## config.mk

```make
export PLATFORM = sky130hd
export DESIGN_NAME = operand_fwd_ctrl
export DESIGN_NICKNAME = d
export VERILOG_FILES = /design/src/rtl/operand_fwd_ctrl.sv
export SDC_FILE = /design/constraint.sdc
export NUM_CORES = 1
export LEC_CHECK = 0
export CAP_MARGIN = 20
export CORE_MARGIN = 4
export CORE_UTILIZATION = 51
export CTS_CLUSTER_SIZE = 12
export DETAILED_ROUTE_END_ITERATION = 6
export PLACE_DENSITY = 0.84
export SLEW_MARGIN = 15
export SYNTH_ARGS = -nofsm -noshare
export SYNTH_HDL_FRONTEND = slang
export SYNTH_SLANG_ARGS = --single-unit
```

## constraint.sdc

```tcl
create_clock -name clk -period 5.8 [get_ports clk]
set_input_delay 1.74 -clock clk [delete_from_list [all_inputs] [get_ports clk]]
set_output_delay 1.74 -clock clk [all_outputs]
set_load 0.02 [all_outputs]
```

## src/rtl/operand_fwd_ctrl.sv

```systemverilog
// Hazard/forwarding controller for the 32x16 operand register bank.
// Latency: RA/RB/id_ready are combinational; selects and RW_dm are registered (1 cycle).
// Backpressure: id_ready=0 for one cycle on a load-use hazard; upstream holds id_* inputs.
//
// Ports:
//   clk, rst_n             clock (rising edge), asynchronous active-low reset
//   id_valid/ra/rb/rw/wr/load/imm   decoded instruction from the decode stage
//   id_ready               instruction accepted this cycle (0 = stall)
//   RA, RB                 bank read addresses (pass-through of id_ra/id_rb)
//   RW_dm                  bank write address, aligned with the M slot
//   mux_sel_A/B            operand source: 00 bank, 01 ans_ex, 10 ans_dm, 11 ans_wb
//   imm_sel                operand B takes the immediate
//   ex_valid               E slot holds a real instruction
//   stall_cnt              saturating count of stall cycles
//
// Optional feature macro: ZERO_REG_EN -- register NOP_REG is hardwired zero; it is
// never forwarded, never causes a stall, and writes to it are not tracked.
module operand_fwd_ctrl #(
    parameter logic [4:0] NOP_REG = 5'd0,
    parameter int         CNT_W   = 16
) (
    input  logic             clk,
    input  logic             rst_n,
    input  logic             id_valid,
    input  logic [4:0]       id_ra,
    input  logic [4:0]       id_rb,
    input  logic [4:0]       id_rw,
    input  logic             id_wr,
    input  logic             id_load,
    input  logic             id_imm,
    output logic             id_ready,
    output logic [4:0]       RA,
    output logic [4:0]       RB,
    output logic [4:0]       RW_dm,
    output logic [1:0]       mux_sel_A,
    output logic [1:0]       mux_sel_B,
    output logic             imm_sel,
    output logic             ex_valid,
    output logic [CNT_W-1:0] stall_cnt
);

    // In-flight destination tags. Only E needs to remember loads: by the time a
    // load reaches M its result is on ans_dm and can be forwarded.
    logic       e_valid, e_wr, e_load;
    logic [4:0] e_rw;
    logic       m_valid, m_wr;
    logic [4:0] m_rw;
    logic       w_valid, w_wr;
    logic [4:0] w_rw;

    logic       use_a, use_b, hazard, accept, id_wr_tag;
    logic [1:0] sel_a_nxt, sel_b_nxt;

    // A slot supplies a source operand when it holds a valid writer of that register.
    function automatic logic src_hit(input logic [4:0] src, input logic v,
                                     input logic wr, input logic [4:0] rw);
`ifdef ZERO_REG_EN
        return v & wr & (rw == src) & (src != NOP_REG);
`else
        return v & wr & (rw == src);
`endif
    endfunction

    // Nearest producer wins, so a younger writer shadows older ones. Bubbles
    // still occupy their slot, keeping the select aligned with the result bus.
    function automatic logic [1:0] fwd_sel(input logic [4:0] src,
                                           input logic ev, input logic ew, input logic [4:0] er,
                                           input logic mv, input logic mw, input logic [4:0] mr,
                                           input logic wv, input logic ww, input logic [4:0] wr_);
        if (src_hit(src, ev, ew, er))       return 2'b01;
        else if (src_hit(src, mv, mw, mr))  return 2'b10;
        else if (src_hit(src, wv, ww, wr_)) return 2'b11;
        else                                return 2'b00;
    endfunction

    assign RA       = id_ra;
    assign RB       = id_rb;
    assign ex_valid = e_valid;

    always_comb begin
        use_a  = id_valid;
        use_b  = id_valid & ~id_imm;
        // Only a load in E stalls: its data is not ready until it reaches M.
        hazard = e_valid & e_wr & e_load &
                 ((use_a & src_hit(id_ra, e_valid, e_wr, e_rw)) |
                  (use_b & src_hit(id_rb, e_valid, e_wr, e_rw)));
        id_ready = ~hazard;
        accept   = id_valid & ~hazard;
`ifdef ZERO_REG_EN
        id_wr_tag = id_wr & (id_rw != NOP_REG);
`else
        id_wr_tag = id_wr;
`endif
        // B select tracks id_rb even for immediates; imm_sel overrides it downstream.
        sel_a_nxt = fwd_sel(id_ra, e_valid, e_wr, e_rw, m_valid, m_wr, m_rw, w_valid, w_wr, w_rw);
        sel_b_nxt = fwd_sel(id_rb, e_valid, e_wr, e_rw, m_valid, m_wr, m_rw, w_valid, w_wr, w_rw);
    end

    always_ff @(posedge clk or negedge rst_n) begin
        if (!rst_n) begin
            e_valid   <= 1'b0;
            e_wr      <= 1'b0;
            e_load    <= 1'b0;
            e_rw      <= NOP_REG;
            m_valid   <= 1'b0;
            m_wr      <= 1'b0;
            m_rw      <= NOP_REG;
            w_valid   <= 1'b0;
            w_wr      <= 1'b0;
            w_rw      <= NOP_REG;
            mux_sel_A <= 2'b00;
            mux_sel_B <= 2'b00;
            imm_sel   <= 1'b0;
            RW_dm     <= NOP_REG;
            stall_cnt <= '0;
        end else begin
            // No downstream stall: the pipe always advances, bubble or not.
            m_valid <= e_valid;
            m_wr    <= e_wr;
            m_rw    <= e_rw;
            w_valid <= m_valid;
            w_wr    <= m_wr;
            w_rw    <= m_rw;
            // The E tag becomes next cycle's M tag, which is what RW_dm must show.
            RW_dm   <= (e_valid & e_wr) ? e_rw : NOP_REG;

            if (accept) begin
                e_valid   <= 1'b1;
                e_wr      <= id_wr_tag;
                e_load    <= id_load;
                e_rw      <= id_rw;
                mux_sel_A <= sel_a_nxt;
                mux_sel_B <= sel_b_nxt;
                imm_sel   <= id_imm;
            end else begin
                e_valid   <= 1'b0;
                e_wr      <= 1'b0;
                e_load    <= 1'b0;
                e_rw      <= NOP_REG;
                mux_sel_A <= 2'b00;
                mux_sel_B <= 2'b00;
                imm_sel   <= 1'b0;
            end

            if (id_valid & hazard & ~(&stall_cnt))
                stall_cnt <= stall_cnt + CNT_W'(1);
        end
    end

endmodule

```

==> results.cfg <==
[detailed_routing]
wl_per_cell_um = 15.1
first_pass_iters = 5
drt-initial-drc-count = 108
drtAntennaViolNets = 0
drc = 0
wl_um = 4440
viasPerCell = 5.26
via_count = 1545

[place]
place.gp.congestion = 0.895
dpl_cell_area_um2 = 2730
dp_hpwl_um = 3340
port_buffers = 58
dp_cells = 286
pre_cts_slack_ps = 278

[global_routing]
grt_remaining_overflow = 0
antenna_found_initial = 0
grt_pass1_wl_um = 7470
gr-usage-all-layers_pct = 18.6
grt_max_degree = 49
grt_pass1_vias = 1503

[die]
initial_core_util_pct = 53.3
die_w_um = 73.1
die-area_um2 = 5340
num_rows = 23
core_area_um2 = 4060
io_pins = 59
die-height_um = 73.1

[sta]
final_hold_viol_count = 0
worst_pin_slew_ps = 648
skew_ps = 3.78
setup_tns_ps = 0
report.final.slew_viol_count = 0
fmax_mhz = 181
maxSlewHeadroom_pct = 56.7
hold_slack_ps = 422
rsz0062_at_grt = false
setup_slack_ps = 274
setup_viol = 0
period_share_pct = 95.3
fin_crit_ps = 5530

[cts]
cts_tree = built
post-cts-setup-buffer-count = 0
clk_pin_slew_ps = 80
clock_latency_ps = 300
cts.root.buffer_cell = clkbuf_8
htreeDepth = 2
clock_path_buffers = 2
cts.sinks = 48
ctsHoldBuffers = 0
cts_buffers = 5
post_cts_resized = 0

[synthesis]
syn_avg_cell_area_um2 = 11.5
yosys_warnings = 0
synth_cells = 188
yosysUniqueCellTypes = 25
ys_seq_area_share_pct = 55.6
yosysTopAreaCell = dfrtp_1
ys_ff_latch = 48
syn_area_um2 = 2160
synth_top_area_share_pct = 55.6
synthesis.nets = 210
synthTopCellsByArea = dfrtp_1 (56%), xnor2_1 (11%), xor2_1 (6.9%)

[status]
outcome = completed

[pwr]
peakVddDrop_uv = 200
total_power_mw = 0.656
power.leakage_nw = 1.21
p_per_area_nw_per_um2 = 231

[setup_path]
r2r-end = mux_sel_A[0]$_DFF_PN0_
critPathArrivalTime_ps = 3790
worstReg2RegStart = e_rw[0]$_DFF_PN0_
reg2reg_slack_ps = 3590
end_kind = output pin
path_max_fanout = 5
crit_type = primary input to output pin
rr_worst_depth = 7
required_ps = 4060
worstSetupStartpointType = primary input
cp-startpoint = id_ra[1]
crit_end = id_ready

[hold_path]
hold_class = flop to flop

[final_layout]
syn_to_final_growth_pct = 31.4
final_cell_mix = clkdlybuf4s50_1 (57), dfrtp_1 (48), xnor2_1 (27)
final_nets = 265
final_core_util_pct = 70.0
design_area_um2 = 2840
drive_gt1_share_pct = 4.92
fin_cells = 294
layout_commonest_cell = clkdlybuf4s50_1
antenna_cells_inserted = 0

[job]
drv_cap = 0
## power by group
| part | leakage, nW | internal, mW | switching (mW) |
|---|---|---|---|
| registers | 0.641 | 0.343 | 0.00945 |
| clock network | 0.0541 | 0.127 | 0.109 |
| logic | 0.511 | 0.0341 | 0.0331 |
| total | 1.21 | 0.505 | 0.151 |
## kinds of logic after synthesis
group | share of synthesized area, %
AOI/OAI and AO/OA | 3.99
xor gates and xnor gates | 17.8
and+or+nand+nor | 17.4
adders and majority gates | 0.579
muxes | 0.521
DFF | 55.6
buffers and inverters | 4.05
## cell type report
cell class | count | area (um2)
repair buffers | 59 | 586
inverters | 2 | 7.51
multi-input cells | 127 | 872
well taps | 50 | 62.6
flip-flops and latches | 48 | 1200
clock buffers | 5 | 68.8
clock inverters | 3 | 42.5
fillers | 308 | 1220
## routing by layer
layer  global-route usage (%)  vias up  wire length, um
li1                         -      748                -
met1                     24.7      745             1950
met2                     30.0       43             2200
met3                     2.75        9              189
met4                     8.61        0               98
met5                        0        -                0
## worst min path at each step
stage,startpoint,endpoint,cells after the start
after floorplan,m_wr$_DFF_PN0_,w_wr$_DFF_PN0_,0
after global placement,m_wr$_DFF_PN0_,w_wr$_DFF_PN0_,0
after detailed placement,m_valid$_DFF_PN0_,w_valid$_DFF_PN0_,0
after CTS,m_valid$_DFF_PN0_,w_valid$_DFF_PN0_,0
after global routing,m_wr$_DFF_PN0_,w_wr$_DFF_PN0_,0
final,m_wr$_DFF_PN0_,w_wr$_DFF_PN0_,0
## Yosys cell counts
cell type	instances
dfrtp_1	48
o21ai_0	1
o2111a_1	1
and3_1	9
a31oi_1	2
inv_1	2
o31ai_1	2
xor2_1	17
ha_1	1
a21boi_0	2
nand3_1	4
a211oi_4	1
nand2_1	16
mux2_1	1
nor4_1	3
nor2_1	10
nor4_2	1
and2_1	7
nand4_1	17
or3_1	1
a21boi_1	1
xnor2_1	27
buf_2	1
nor3_1	3
buf_4	10
## worst max-delay path, cell delays in order
cell             delay (ps)
clkdlybuf4s50_1         580
xnor2_1                 140
nand4_1                 120
or3_1                   470
nand2_1                 120
nand2_1                  60
clkdlybuf4s50_1         560
## registers in the layout (all words and copies together), names as in the netlist
| signal | cells |
|---|---|
| w_rw | 5 |
| w_wr | 1 |
| ex_valid | 1 |
| mux_sel_B | 2 |
| RW_dm | 5 |
| e_wr | 1 |
| m_valid | 1 |
| m_rw | 5 |
| e_rw | 5 |
| w_valid | 1 |
| m_wr | 1 |
| e_load | 1 |
| stall_cnt | 16 |
| mux_sel_A | 2 |
| imm_sel | 1 |
No activity file was read; power rests on OpenSTA's default activity.
